==> config.mk <==
export PLATFORM = sky130hd
export DESIGN_NAME = led_pattern_gen
export DESIGN_NICKNAME = d
export VERILOG_FILES = /design/src/rtl/led_pattern_gen.sv
export SDC_FILE = /design/constraint.sdc
export NUM_CORES = 1
export LEC_CHECK = 0
export ABC_AREA = 1
export BUFFER_PORTS_ARGS = -buffer_cell sky130_fd_sc_hd__clkbuf_2
export CAP_MARGIN = 5
export CORE_MARGIN = 1
export CORE_UTILIZATION = 67
export CTS_BUF_LIST = sky130_fd_sc_hd__clkbuf_8
export DETAILED_ROUTE_END_ITERATION = 10
export PLACE_DENSITY_LB_ADDON = 0.12
export SLEW_MARGIN = 30
export SYNTH_ARGS = -nofsm -noshare
export SYNTH_HDL_FRONTEND = slang
export SYNTH_SLANG_ARGS = --single-unit
==> constraint.sdc <==
create_clock -name clk -period 3.85 [get_ports clk]
set_input_delay 0.1925 -clock clk [delete_from_list [all_inputs] [get_ports clk]]
set_output_delay 0.1925 -clock clk [all_outputs]
set_load 0.02 [all_outputs]
==> src/rtl/led_pattern_gen.sv <==
// LED pattern engine: a prescaled tick steps a pattern register (count, chase, bounce or blink).
// A free-running PWM counter gates the registered pattern onto the LED bank for brightness control.
module led_pattern_gen #(
  parameter int WIDTH    = 8,
  parameter int DIV      = 50_000_000,
  parameter int PWM_BITS = 4
) (
  input  logic                clk,
  input  logic                rst,
  input  logic [1:0]          mode,
  input  logic                pause,
  input  logic                load,
  input  logic [WIDTH-1:0]    load_data,
  input  logic [PWM_BITS-1:0] bright,
  output logic [WIDTH-1:0]    led,
  output logic                tick
);

  localparam int PRE_W = $clog2(DIV);
  localparam logic [PRE_W-1:0] PRE_MAX = PRE_W'(DIV - 1);

  typedef enum logic [1:0] {
    MODE_COUNT  = 2'd0,
    MODE_CHASE  = 2'd1,
    MODE_BOUNCE = 2'd2,
    MODE_BLINK  = 2'd3
  } mode_e;

  logic [PRE_W-1:0]    pre;
  logic [PWM_BITS-1:0] pwm_cnt;
  logic [WIDTH-1:0]    pat;
  logic [WIDTH-1:0]    pat_nxt;
  logic                dir;
  logic                dir_nxt;
  logic                tick_int;
  logic                pwm_on;
  mode_e               mode_sel;

  assign tick_int = (pre == PRE_MAX);
  assign pwm_on   = (pwm_cnt < bright);
  assign mode_sel = mode_e'(mode);

  // Load beats a step; a step happens only on an unpaused tick.
  always_comb begin
    pat_nxt = pat;
    dir_nxt = dir;
    if (load) begin
      pat_nxt = load_data;
      dir_nxt = 1'b0;
    end else if (tick_int && !pause) begin
      case (mode_sel)
        MODE_COUNT: pat_nxt = pat + WIDTH'(1);
        MODE_CHASE: begin
          if (pat == '0) begin
            pat_nxt = WIDTH'(1);
            dir_nxt = 1'b0;
          end else begin
            pat_nxt = {pat[WIDTH-2:0], pat[WIDTH-1]};
          end
        end
        MODE_BOUNCE: begin
          // An empty pattern would never light anything, so reseed instead of shifting.
          if (pat == '0) begin
            pat_nxt = WIDTH'(1);
            dir_nxt = 1'b0;
          end else if (!dir) begin
            if (pat[WIDTH-1]) begin
              pat_nxt = pat >> 1;
              dir_nxt = 1'b1;
            end else begin
              pat_nxt = pat << 1;
            end
          end else begin
            if (pat[0]) begin
              pat_nxt = pat << 1;
              dir_nxt = 1'b0;
            end else begin
              pat_nxt = pat >> 1;
            end
          end
        end
        default: pat_nxt = ~pat;
      endcase
    end
  end

  always_ff @(posedge clk or negedge rst) begin
    if (!rst) begin
      pre     <= '0;
      pwm_cnt <= '0;
      pat     <= WIDTH'(1);
      dir     <= 1'b0;
      led     <= '0;
      tick    <= 1'b0;
    end else begin
      pre     <= tick_int ? '0 : pre + PRE_W'(1);
      pwm_cnt <= pwm_cnt + PWM_BITS'(1);
      pat     <= pat_nxt;
      dir     <= dir_nxt;
      // Output stage: pattern and PWM gate land on the pins one cycle later.
      led     <= pwm_on ? pat : '0;
      tick    <= tick_int;
    end
  end

endmodule

[Yosys cells after proc, flatten, opt, wreduce, memory -nomap -nowiden]
Index checks and enable logic that the tools add are counted.
Cells by class
  equality and inequality tests: 4
  reduce and logical (&&, ||, !) cells: 7
  $lt $le $gt $ge: 1
  multiplexer cells: 18
  add/subtract/negate cells: 3
  bitwise operators: 1
Operators with widths (count)
  8-bit two-way mux: 8
  26-bit by 1-bit adder with 26-bit output, second input constant: 1
  26-bit equality test, second input constant: 1
  26-bit two-way mux: 1
  8-bit case mux with 3 select lines: 1
  8-bit by 1-bit adder with 8-bit output, second input constant: 1
  8-bit zero test: 1
  8-bit inverter: 1
  1-bit two-way mux: 7
  4-bit by 1-bit adder with 4-bit output, second input constant: 1
  4-bit less-than comparator: 1
  3-bit inequality test, second input constant: 1
  3-bit AND reduction: 1
  3-bit nonzero test: 1
  2-bit by 1-bit equality test with 1-bit output, second input constant: 1
  2-bit equality test, second input constant: 1
  2-bit zero test: 1
  1-bit case mux with 2 select lines: 1
  2-bit nonzero test: 1
  1-bit logical AND: 1
  1-bit zero test: 1
Storage, ports and cells
  bits of input ports: 18
  word-level logic and storage cells: 40
  output and inout bits: 9
  register bits after elaboration: 48

[Logic depth before layout (Yosys ltp)]
  depth after elaboration: 6
  gate-level depth with buffers: 11
  gate-level depth less buffers: 11

[Worst setup path before layout]
OpenSTA, ideal clock, no wires.
  path kind: reg-to-reg
  start: reg pat[0]
  end: reg dir
  stages on the path, launching flop included: 11
  required time: 3.733 ns
  library setup time: 0.117 ns
  arrival: 1.446 ns
  buffers on the path: 0
  period minus slack after synthesis: 1.562 ns
  path slack: 2.288 ns
  path through: dfstp_2 > clkinv_1 > ha_1 > nand2_1 > nor2_1 > nand2_1 > nor2_1 > nor2_1 > nand2_1 > nand3_1 > nand2_1
On the way
  word-level cells in the longest chain between the ends: 6
  elaborated cells between the ends (all ways): 9
  classes of those cells: eq/ne (1); mux (6); reduce/logical (2)
RTL lines
  from (decl): line 31  | logic [WIDTH-1:0] pat;
  from (signal assigned): line 98  | pat <= pat_nxt;
  1-bit two-way mux: line 74  | if (pat[0]) begin
  1-bit two-way mux: line 66  | end else if (!dir) begin
  1-bit two-way mux: line 63  | if (pat == '0) begin
  1-bit case mux with 2 select lines: line 51  | case (mode_sel)
  1-bit two-way mux: line 50  | end else if (tick_int && !pause) begin
  1-bit two-way mux: line 47  | if (load) begin
  to (signal assigned): line 99  | dir <= dir_nxt;
  to (decl): line 33  | logic dir;
Several ways; a longest one is shown, not always the timed one. The select of a mux whose other input is x is not followed.
A chain may end at the register's enable or synchronous reset.

[Final worst setup path]
Same ends and word-level chain as after synthesis.

==> impl_metrics.ini <==
[synth]
ys_seq_area_share_pct = 39.56
synth_area_per_cell_um2 = 7.068
synth.ff_latch_count = 48
ys.flop_type = dfrtp_1
synth_warnings = 0
post_synthesis_instance_area_um2 = 3039
syn_nets = 456
unique_masters_post_synth = 32
synth_cells = 430
share_of_synthesized_registers_carrying_an_async_set_or_reset_pct = 100.0
synth_enable_flop_cells = 0

[placed_design]
place.port_buffers = 26
dpl_worst_slack_ns = 1.936
placement.cell_area_um2 = 3212
place_congestion = 0.9132
dp_hpwl_um = 4988
dpl.cell_count = 503

[sta]
slew-limit-headroom_pct = 57.46
fmaxAchievable_mhz = 516.6
skew_ns = 0.007796
setup_slack_ns = 1.914
worst_hold_slack_ns = -0.01762
rsz0062_at_grt = false
tns_ns = 0
finalHoldViolCount = 47
tightestPinTransition_ns = 0.6375
final_max_slew_viol_count = 0
finalWorstPathRequiredPeriod_ns = 1.936
min_period_over_period_pct = 50.28
setup-violations-final = 0

[setup_path]
worst_setup_path_start_kind = flip-flop
r2r_cells = 10
ff2ff_setup_slack_ns = 1.91
critical-path-top-delay-family = flip-flops
worst_path_most_repeated_cell = nand2_1
path_cells = clkinv_1 > ha_1 > nand2_1 > nor2_1 > nand2_1 > nor2_1 > nor2_1 > nand2_1 > nand3_1 > nand2_1
r2r-start = pat[0]
cp_data_arrival_time_ns = 2.14
crit_slowest_cell = dfstp_2
critical_path_peak_fanout = 12
crit_buf_inv = 1
crit_type = reg -> reg
crit-reg2reg-capture = dir
critical-path-max-stage-delay_ns = 0.65
worstSetupEndpointType = flip-flop
cp.required_ns = 4.06

[finish]
finish.instance_area_um2 = 3333
fin_nets = 484
syn2layout_area_growth_pct = 9.675
number_of_standard_cells_in_the_final_layout_excluding_fillers = 511
drive_gt1_share_pct = 13.94
n_antenna_cell = 0

[status]
violations = hold timing
run_status = finished with violations

[pwr]
irDropWorstVdd_v = 0.0002353
power-per-cell-area_nw_per_um2 = 343.7
total_leakage_power_nw = 1.791
design_power_total_w = 0.001146

[clock_network]
cts.repair.resized = 0
cts-buffers-inserted = 5
cts_num_sinks = 48
clock-root-buffer = clkbuf_8
cts-hold-fix-buffers = 0
tritoncts = yes
cts.htree.levels = 2
path_clk_slew_ns = 0.09
clk_latency_ns = 0.31
cts_setup_buffers = 0
max-clock-path-buffers = 2

[routing]
drt_pre_antenna_iters = 5
post-route-drc-count = 0
dr.first_iter.drc_count = 236
detailroute.via_count = 2844
post_drt_via_cell_ratio = 5.566
ant_nets = 0
finalWirelength_um = 6902
detail_route.wl_per_cell_um = 13.51

[floorplan]
boundaryPins = 27
die_x_um = 69.35
placeableCoreArea_um2 = 4354
row_count = 24
start_util_pct = 69.80
die_area_um2 = 4809
die_h_um = 69.35

[global_routing]
grt_first_pass_wirelength_um = 12080
first_global_vias = 2749
grt_use_total_pct = 31.51
grt-ovfl-total = 0
antenna_found_initial = 0
grt_start_max_net_pins = 49

[worst_hold_path]
worstHoldPathType = in -> async

[run]
drv.max_cap_violation_count = 0
-- cell usage in the layout (no fill, tap or decap), types with 2 or more instances in the layout --
| master | count |
|---|---|
| nand3_4 | 2 |
| nand3_1 | 36 |
| nor2_4 | 3 |
| clkbuf_8 | 6 |
| clkbuf_2 | 26 |
| nand3b_1 | 2 |
| nor3_1 | 5 |
| nor2_1 | 68 |
| nand2_4 | 2 |
| nor2_2 | 4 |
| xor2_1 | 11 |
| o21ai_0 | 10 |
| inv_2 | 4 |
| or2_2 | 3 |
| ha_1 | 8 |
| xnor2_1 | 3 |
| inv_4 | 2 |
| nand2_2 | 5 |
| dfrtp_1 | 47 |
| nand2_1 | 132 |
| a21oi_1 | 15 |
| o211ai_1 | 2 |
| inv_1 | 45 |
| nand4_1 | 8 |
-- state kept, by name, summed over array words and instances, names as in the netlist --
register,cells
pre,26
pwm_cnt,4
dir,1
pat,8
tick,1
led,8
-- area by class of cell --
cell class | count | area [um2]
Timing Repair Buffer | 27 | 137.6
Sequential cell | 48 | 1202
Fill cell | 354 | 1021
Clock buffer | 6 | 82.58
Inverter | 53 | 205.2
Clock inverter | 2 | 38.79
Tap cell | 52 | 65.06
Multi-Input combinational cell | 323 | 1602
-- cell usage after synthesis (3+ instances only) --
| cell type | n | area (um2) |
|---|---|---|
| or2_2 | 3 | 18.77 |
| o21ai_0 | 10 | 50.05 |
| a21oi_1 | 15 | 75.07 |
| xnor2_1 | 3 | 26.28 |
| nand2_2 | 5 | 31.28 |
| nor3_1 | 5 | 25.02 |
| nand2_1 | 132 | 495.5 |
| xor2_1 | 11 | 96.34 |
| nor2_1 | 68 | 255.2 |
| nand3_1 | 36 | 180.2 |
| nor2_4 | 3 | 33.78 |
| dfrtp_1 | 47 | 1176 |
| inv_1 | 45 | 168.9 |
| buf_2 | 3 | 15.01 |
| inv_2 | 4 | 15.01 |
| nor2_2 | 4 | 25.02 |
| nand4_1 | 8 | 50.05 |
| ha_1 | 8 | 100.1 |
-- metal layers --
metal,global-route usage (%),wire length (um),up-vias
li1,-,-,1400
met1,37.50,2744,1298
met2,54.80,3578,126
met3,5.523,398,20
met4,15.42,180,0
met5,0,0,-
-- how the worst max path moves through the flow --
stage,startpoint,end,slack [ns],depth (start not counted)
finish,pat[0],dir,1.91,10
global route,pat[0],dir,1.68,10
CTS,pat[0],dir,1.92,10
detailed placement,pat[0],dir,1.94,10
global placement,pat[0],dir,1.99,10
floorplan,pat[0],dir,2.29,10
-- per-stage QoR --
step                      hold WS [ns]  utilization, %
after floorplan                -0.1031               -
after global placement          0.3163           73.76
after detailed placement        0.3281           73.76
after CTS                     0.006826           76.55
after global routing           0.02317           76.55
final                         -0.01762           76.55
-- power by group --
group          leakage [nW]  internal [W]  switching [W]  total (W)
combinational          1.11     0.0000635       0.000132   0.000195
sequential            0.622      0.000528      0.0000332   0.000561
clock                0.0614      0.000213       0.000177   0.000389
total                  1.79      0.000804       0.000342    0.00115
-- kinds of logic after synthesis --
group                      share of synthesized area [%]
and+or+nand+nor                                    40.26
buffers and inverters                              7.739
DFF                                                39.56
AOI/OAI and AO/OA                                  5.105
xor gates and xnor gates                           4.035
adders and majority gates                          3.294
Note: power is estimated with default switching activity, not from simulation.
